--- src/rtl/switch_input_conditioner.sv ---
// Synchronises and debounces two slide switches and a push button, and queues the
// debounced switch value on each button press in a small first-word-fall-through FIFO.
module switch_input_conditioner #(
   parameter int DEBOUNCE_CYCLES = 1000000,
   parameter int FIFO_DEPTH      = 4
) (
   input  logic                          clk,
   input  logic                          rst,
   input  logic [1:0]                    sw_in,
   input  logic                          btn_in,
   output logic                          out_valid,
   input  logic                          out_ready,
   output logic [1:0]                    out_data,
   output logic [$clog2(FIFO_DEPTH):0]   fifo_count,
   output logic                          overflow
);

   localparam int CNT_W   = $clog2(DEBOUNCE_CYCLES);
   localparam int PTR_W   = $clog2(FIFO_DEPTH);
   localparam int COUNT_W = PTR_W + 1;
   localparam logic [CNT_W-1:0]   CNT_LAST  = CNT_W'(DEBOUNCE_CYCLES - 1);
   localparam logic [COUNT_W-1:0] COUNT_MAX = COUNT_W'(FIFO_DEPTH);

   // Bit 2 carries the button, bits 1:0 the switches.
   logic [2:0] syncA;
   logic [2:0] syncB;
   logic [2:0] stableBits;

   always_ff @(posedge clk or posedge rst) begin
      if (rst) begin
         syncA <= '0;
         syncB <= '0;
      end else begin
         syncA <= {btn_in, sw_in};
         syncB <= syncA;
      end
   end

   genvar gi;
   generate
      for (gi = 0; gi < 3; gi++) begin : gDebounce
         logic             stable;
         logic [CNT_W-1:0] cnt;

         always_ff @(posedge clk or posedge rst) begin
            if (rst) begin
               stable <= 1'b0;
               cnt    <= '0;
            end else if (syncB[gi] == stable) begin
               cnt <= '0;
            end else if (cnt == CNT_LAST) begin
               stable <= syncB[gi];
               cnt    <= '0;
            end else begin
               cnt <= cnt + CNT_W'(1);
            end
         end

         assign stableBits[gi] = stable;
      end
   endgenerate

   logic btnPrev;
   logic press;

   always_ff @(posedge clk or posedge rst) begin
      if (rst) btnPrev <= 1'b0;
      else     btnPrev <= stableBits[2];
   end

   assign press = stableBits[2] & ~btnPrev;

   logic [1:0]         mem [FIFO_DEPTH];
   logic [PTR_W-1:0]   wrPtr;
   logic [PTR_W-1:0]   rdPtr;
   logic [COUNT_W-1:0] count;
   logic               full;
   logic               pop;
   logic               push;

   assign full     = (count == COUNT_MAX);
   assign pop      = out_valid & out_ready;
   // A pop on the same cycle frees the slot, so a full FIFO can still take the press.
   assign push     = press & (~full | pop);
   assign overflow = press & full & ~pop;

   always_ff @(posedge clk or posedge rst) begin
      if (rst) begin
         for (int i = 0; i < FIFO_DEPTH; i++) mem[i] <= '0;
         wrPtr <= '0;
         rdPtr <= '0;
         count <= '0;
      end else begin
         if (push) begin
            mem[wrPtr] <= stableBits[1:0];
            wrPtr      <= wrPtr + PTR_W'(1);
         end
         if (pop) rdPtr <= rdPtr + PTR_W'(1);
         case ({push, pop})
            2'b10:   count <= count + COUNT_W'(1);
            2'b01:   count <= count - COUNT_W'(1);
            default: count <= count;
         endcase
      end
   end

   assign out_valid  = (count != '0);
   assign out_data   = mem[rdPtr];
   assign fifo_count = count;

endmodule

--- config.mk ---
export PLATFORM = sky130hd
export DESIGN_NAME = switch_input_conditioner
export DESIGN_NICKNAME = d
export VERILOG_FILES = /design/src/rtl/switch_input_conditioner.sv
export SDC_FILE = /design/constraint.sdc
export NUM_CORES = 1
export LEC_CHECK = 0
export BUFFER_PORTS_ARGS = -buffer_cell sky130_fd_sc_hd__clkbuf_2
export CAP_MARGIN = 20
export CORE_ASPECT_RATIO = 1.75
export CORE_MARGIN = 2
export CORE_UTILIZATION = 38
export CTS_CLUSTER_DIAMETER = 80
export CTS_CLUSTER_SIZE = 24
export DETAILED_ROUTE_END_ITERATION = 6
export PLACE_DENSITY = 0.63
export SYNTH_ARGS = -nofsm -noshare
export SYNTH_HDL_FRONTEND = slang
export SYNTH_SLANG_ARGS = --single-unit
--- constraint.sdc ---
create_clock -name clk -period 6 [get_ports clk]
set_clock_uncertainty 0.15 [all_clocks]
set_input_delay 0.3 -clock clk [delete_from_list [all_inputs] [get_ports clk]]
set_output_delay 0.3 -clock clk [all_outputs]
set_load 0.05 [all_outputs]
==> results.md <==
- Status: finished, final reports clean
- Max-Cap Viols: 0
- Post-Syn Nets: around 420
- Antenna Nets Post-Route: 0
- Largest net degree at the start of global routing: 86
- Critical Path RT: 6.12 ns
- Vias in the first global route: roughly 2,900
- Sequential element share of the synthesized area: between 50% and 60%
- Worst path cell trace: or4b_1 -> and3b_1 -> inv_1 -> ha_1 -> inv_1 -> fa_1 -> xor2_1 -> nor2_1 -> xor2_1
- Root buffer cell: clkbuf_16
- Synth warnings: 0
- Antenna violations before repair: 0
- Crit path time final: about 2.6 ns
- CP startpoint kind: flop
- Setup TNS Final: 0 ns
- Antenna diode count: 0
- CTS buffer count: 9
- # rows: 50
- Insertion delay to the later sink of the worst-skew pair: approximately 0.34 ns
- Die width: 82.8 um
- Max Freq: just under 400 MHz
- RD Place Congestion: 0.800
- Reg clk slew, reported paths: 0.07 ns
- Final WL: between 7 and 8 mm
- Area Overhead vs Synth: 13.6%
- CP Max Fanout: 8
- Post-synth cell types: 42
- WS Path Type: flop to flop
- Die area: 0.0118 mm2
- Power Total: 1150 uW
- Hold Crit Class: input port to flop
- Tcrit/Tclk final: 42.8%
- Global-route wire length before repair: 13.4 mm
- Synthesis-stage register bit count: 85
- Slew headroom: 46.2%
- Critical path endpoint category: flop
- R2r setup slk: about 3.4 ns
- Worst IR Drop VDD: 174 uV
- Ports: 13
- Synth top area cells: dfrtp_1, xnor2_1, nor2_1
- Router iterations before antenna repair: 4
- CTS sink cnt: 85
- Cell Area, Synth: 0.00413 mm2
- DRT iter0 DRCs: 219
- Initial Util: 38.8%
- Share of the synthesized area in the top cell type: about half
- RSZ-0062 raised after global routing: false
- Layout cells sized above 1: 13.1%
- Cell taking the most area after synthesis: dfrtp_1
- Worst Path Buf+Inv: 2
- DR DRC count: 0
- Cells after Synth: 401
- Via/cell ratio: 5.27
- Slew @ Worst Pin: ~0.80 ns
- Vias: 2,935
- TritonCTS clock tree: built
- Final Hold Fails: 0
- Final setup violation count: 0
- Syn_area_per_cell: a little over 10 um2
- Per-cell routed wire length: 13.8 um
- GRT overflow: 0
- Critical path data arrival time: 2.68 ns
- Fin nets: approximately 440
- DP HPWL: 5.42 mm
- # port buffers: 12
- GRT Total Usage: 14.2%
- CP peak stage delay: 0.55 ns
- CTS max path bufs: 2
- Leak Pwr: just under 0.002 uW
- Cell family with most CP delay: simple AND/OR/NAND/NOR gates
- CP max stage cell: or4b_1
- Htree depth: 3
- Core Footprint: 0.0106 mm2
- Die height: 142 um
- Post-CTS sizing: 0
- PwrDens: 245 mW/mm2
- Final slew viol count: 0
[cells in the mapped netlist (all sizes together)]
| cell | number |
|---|---|
| a31o | 3 |
| buf | 3 |
| and3 | 4 |
| or3 | 7 |
| and4 | 7 |
| and3b | 1 |
| clkbuf | 7 |
| nand4bb | 2 |
| nor4b | 1 |
| nor4 | 12 |
| nor2 | 58 |
| o21ai | 9 |
| ha | 8 |
| o31ai | 2 |
| nand2 | 29 |
| inv | 19 |
| xor2 | 19 |
| o221ai | 1 |
| and4bb | 1 |
| mux2 | 11 |
| xnor2 | 31 |
| nand4 | 17 |
| nand3 | 21 |
| nand3b | 1 |
| dfrtp | 85 |
| nor3b | 2 |
| a21o | 1 |
| mux4 | 2 |
| or4b | 2 |
| and2 | 3 |
| o41ai | 1 |
| or4 | 3 |
| fa | 1 |
| a21oi | 12 |
| nor4bb | 1 |
| nor3 | 14 |
[report_power, final]
group | leakage (uW) | internal [uW] | switching (uW)
combinational | 0.000654 | 11.7 | 23.7
sequential | 0.00116 | 580 | 6.52
clock | 0.000134 | 286 | 242
[worst reg2reg max path, cell delays in order (launching register included)]
cell and delay (ns):
dfrtp_1 0.41, or4b_1 0.55, and3b_1 0.27, inv_1 0.08
ha_1 0.18, inv_1 0.06, fa_1 0.37, xor2_1 0.15
nor2_1 0.11, xor2_1 0.16
[layer usage]
metal  routed length, um  track usage, %
met5                   0               0
met3                 172            2.85
met4                 197            7.08
met1                3060            15.6
met2                4270            25.7
[sequential cells by signal, summed over array words and instances, names as in the netlist]
signal and cells:
gDebounce.cnt 60, rdPtr 2, fifo_count 3, btnPrev 1
syncA 3, gDebounce.stable 3, wrPtr 2, syncB 3
mem 8
[worst paths after layout]
path	startpoint	end	cells after the start
max	fifo_count[1]$_DFFE_PP0P_	fifo_count[2]$_DFFE_PP0P_	9
min	out_ready	rdPtr[0]$_DFFE_PP0P_	3
max reg2reg	fifo_count[1]$_DFFE_PP0P_	fifo_count[2]$_DFFE_PP0P_	9
min reg2reg	syncA[0]$_DFF_PP0_	syncB[0]$_DFF_PP0_	0
max in group asynchronous	rst	gDebounce[0].cnt[10]$_DFF_PP0_	5
min in group asynchronous	rst	gDebounce[2].cnt[9]$_DFF_PP0_	4
[cell type report]
cell class                 instances  area, um2
tap                              130        163
clock buffer                       9        225
clock inverter                     7       57.6
inverter                          19       72.6
timing repair buffer              20        150
fill                            1033       5940
sequential                        85       2130
multi-input combinational        287       1900
[per-stage QoR]
stage	util [%]	cell area (um2)	hold slack, ns	setup slack (ns)	std cells
after floorplan	-	4130	0.181	3.22	401
after global routing	44.1	4690	0.203	3.20	557
after CTS	43.8	4650	0.168	3.40	555
after global placement	40.8	4340	0.182	3.50	536
final	44.1	4690	0.176	3.43	557
after detailed placement	40.8	4340	0.187	3.43	536
[repair_timing]
action | in CTS | in global routing
hold endpoints to repair | 3 | 11
buffers inserted | 0 | 0
hold buffers | 3 | 1
[logic make-up (layout without fill, tap and decap cells)]
kind of cell	Yosys count	after routing	synth area share, %
mux	13	13	4.09
simple gates	186	186	23.8
buf+inv	29	55	2.82
xor+xnor	50	50	10.6
flops	85	85	51.5
compound gates	29	29	4.24
fa+ha+maj	9	9	2.91
[placed cells by master, fill, tap and decap left out, types with 8 or more instances in the layout]
| cell type | netlist | routed |
|---|---|---|
| dfrtp_1 | 85 | 85 |
| nor2_1 | 58 | 58 |
| xnor2_1 | 31 | 31 |
| nand2_1 | 29 | 29 |
| nand3_1 | 21 | 21 |
| xor2_1 | 19 | 19 |
| inv_1 | 19 | 18 |
| nand4_1 | 15 | 15 |
| nor3_1 | 14 | 14 |
| nor4_1 | 12 | 12 |
| a21oi_1 | 12 | 12 |
| clkbuf_2 | 1 | 12 |
| mux2_2 | 11 | 11 |
| clkbuf_16 | 0 | 9 |
| o21ai_0 | 8 | 8 |
| ha_1 | 8 | 8 |
Power figures use the tool's default switching activity.
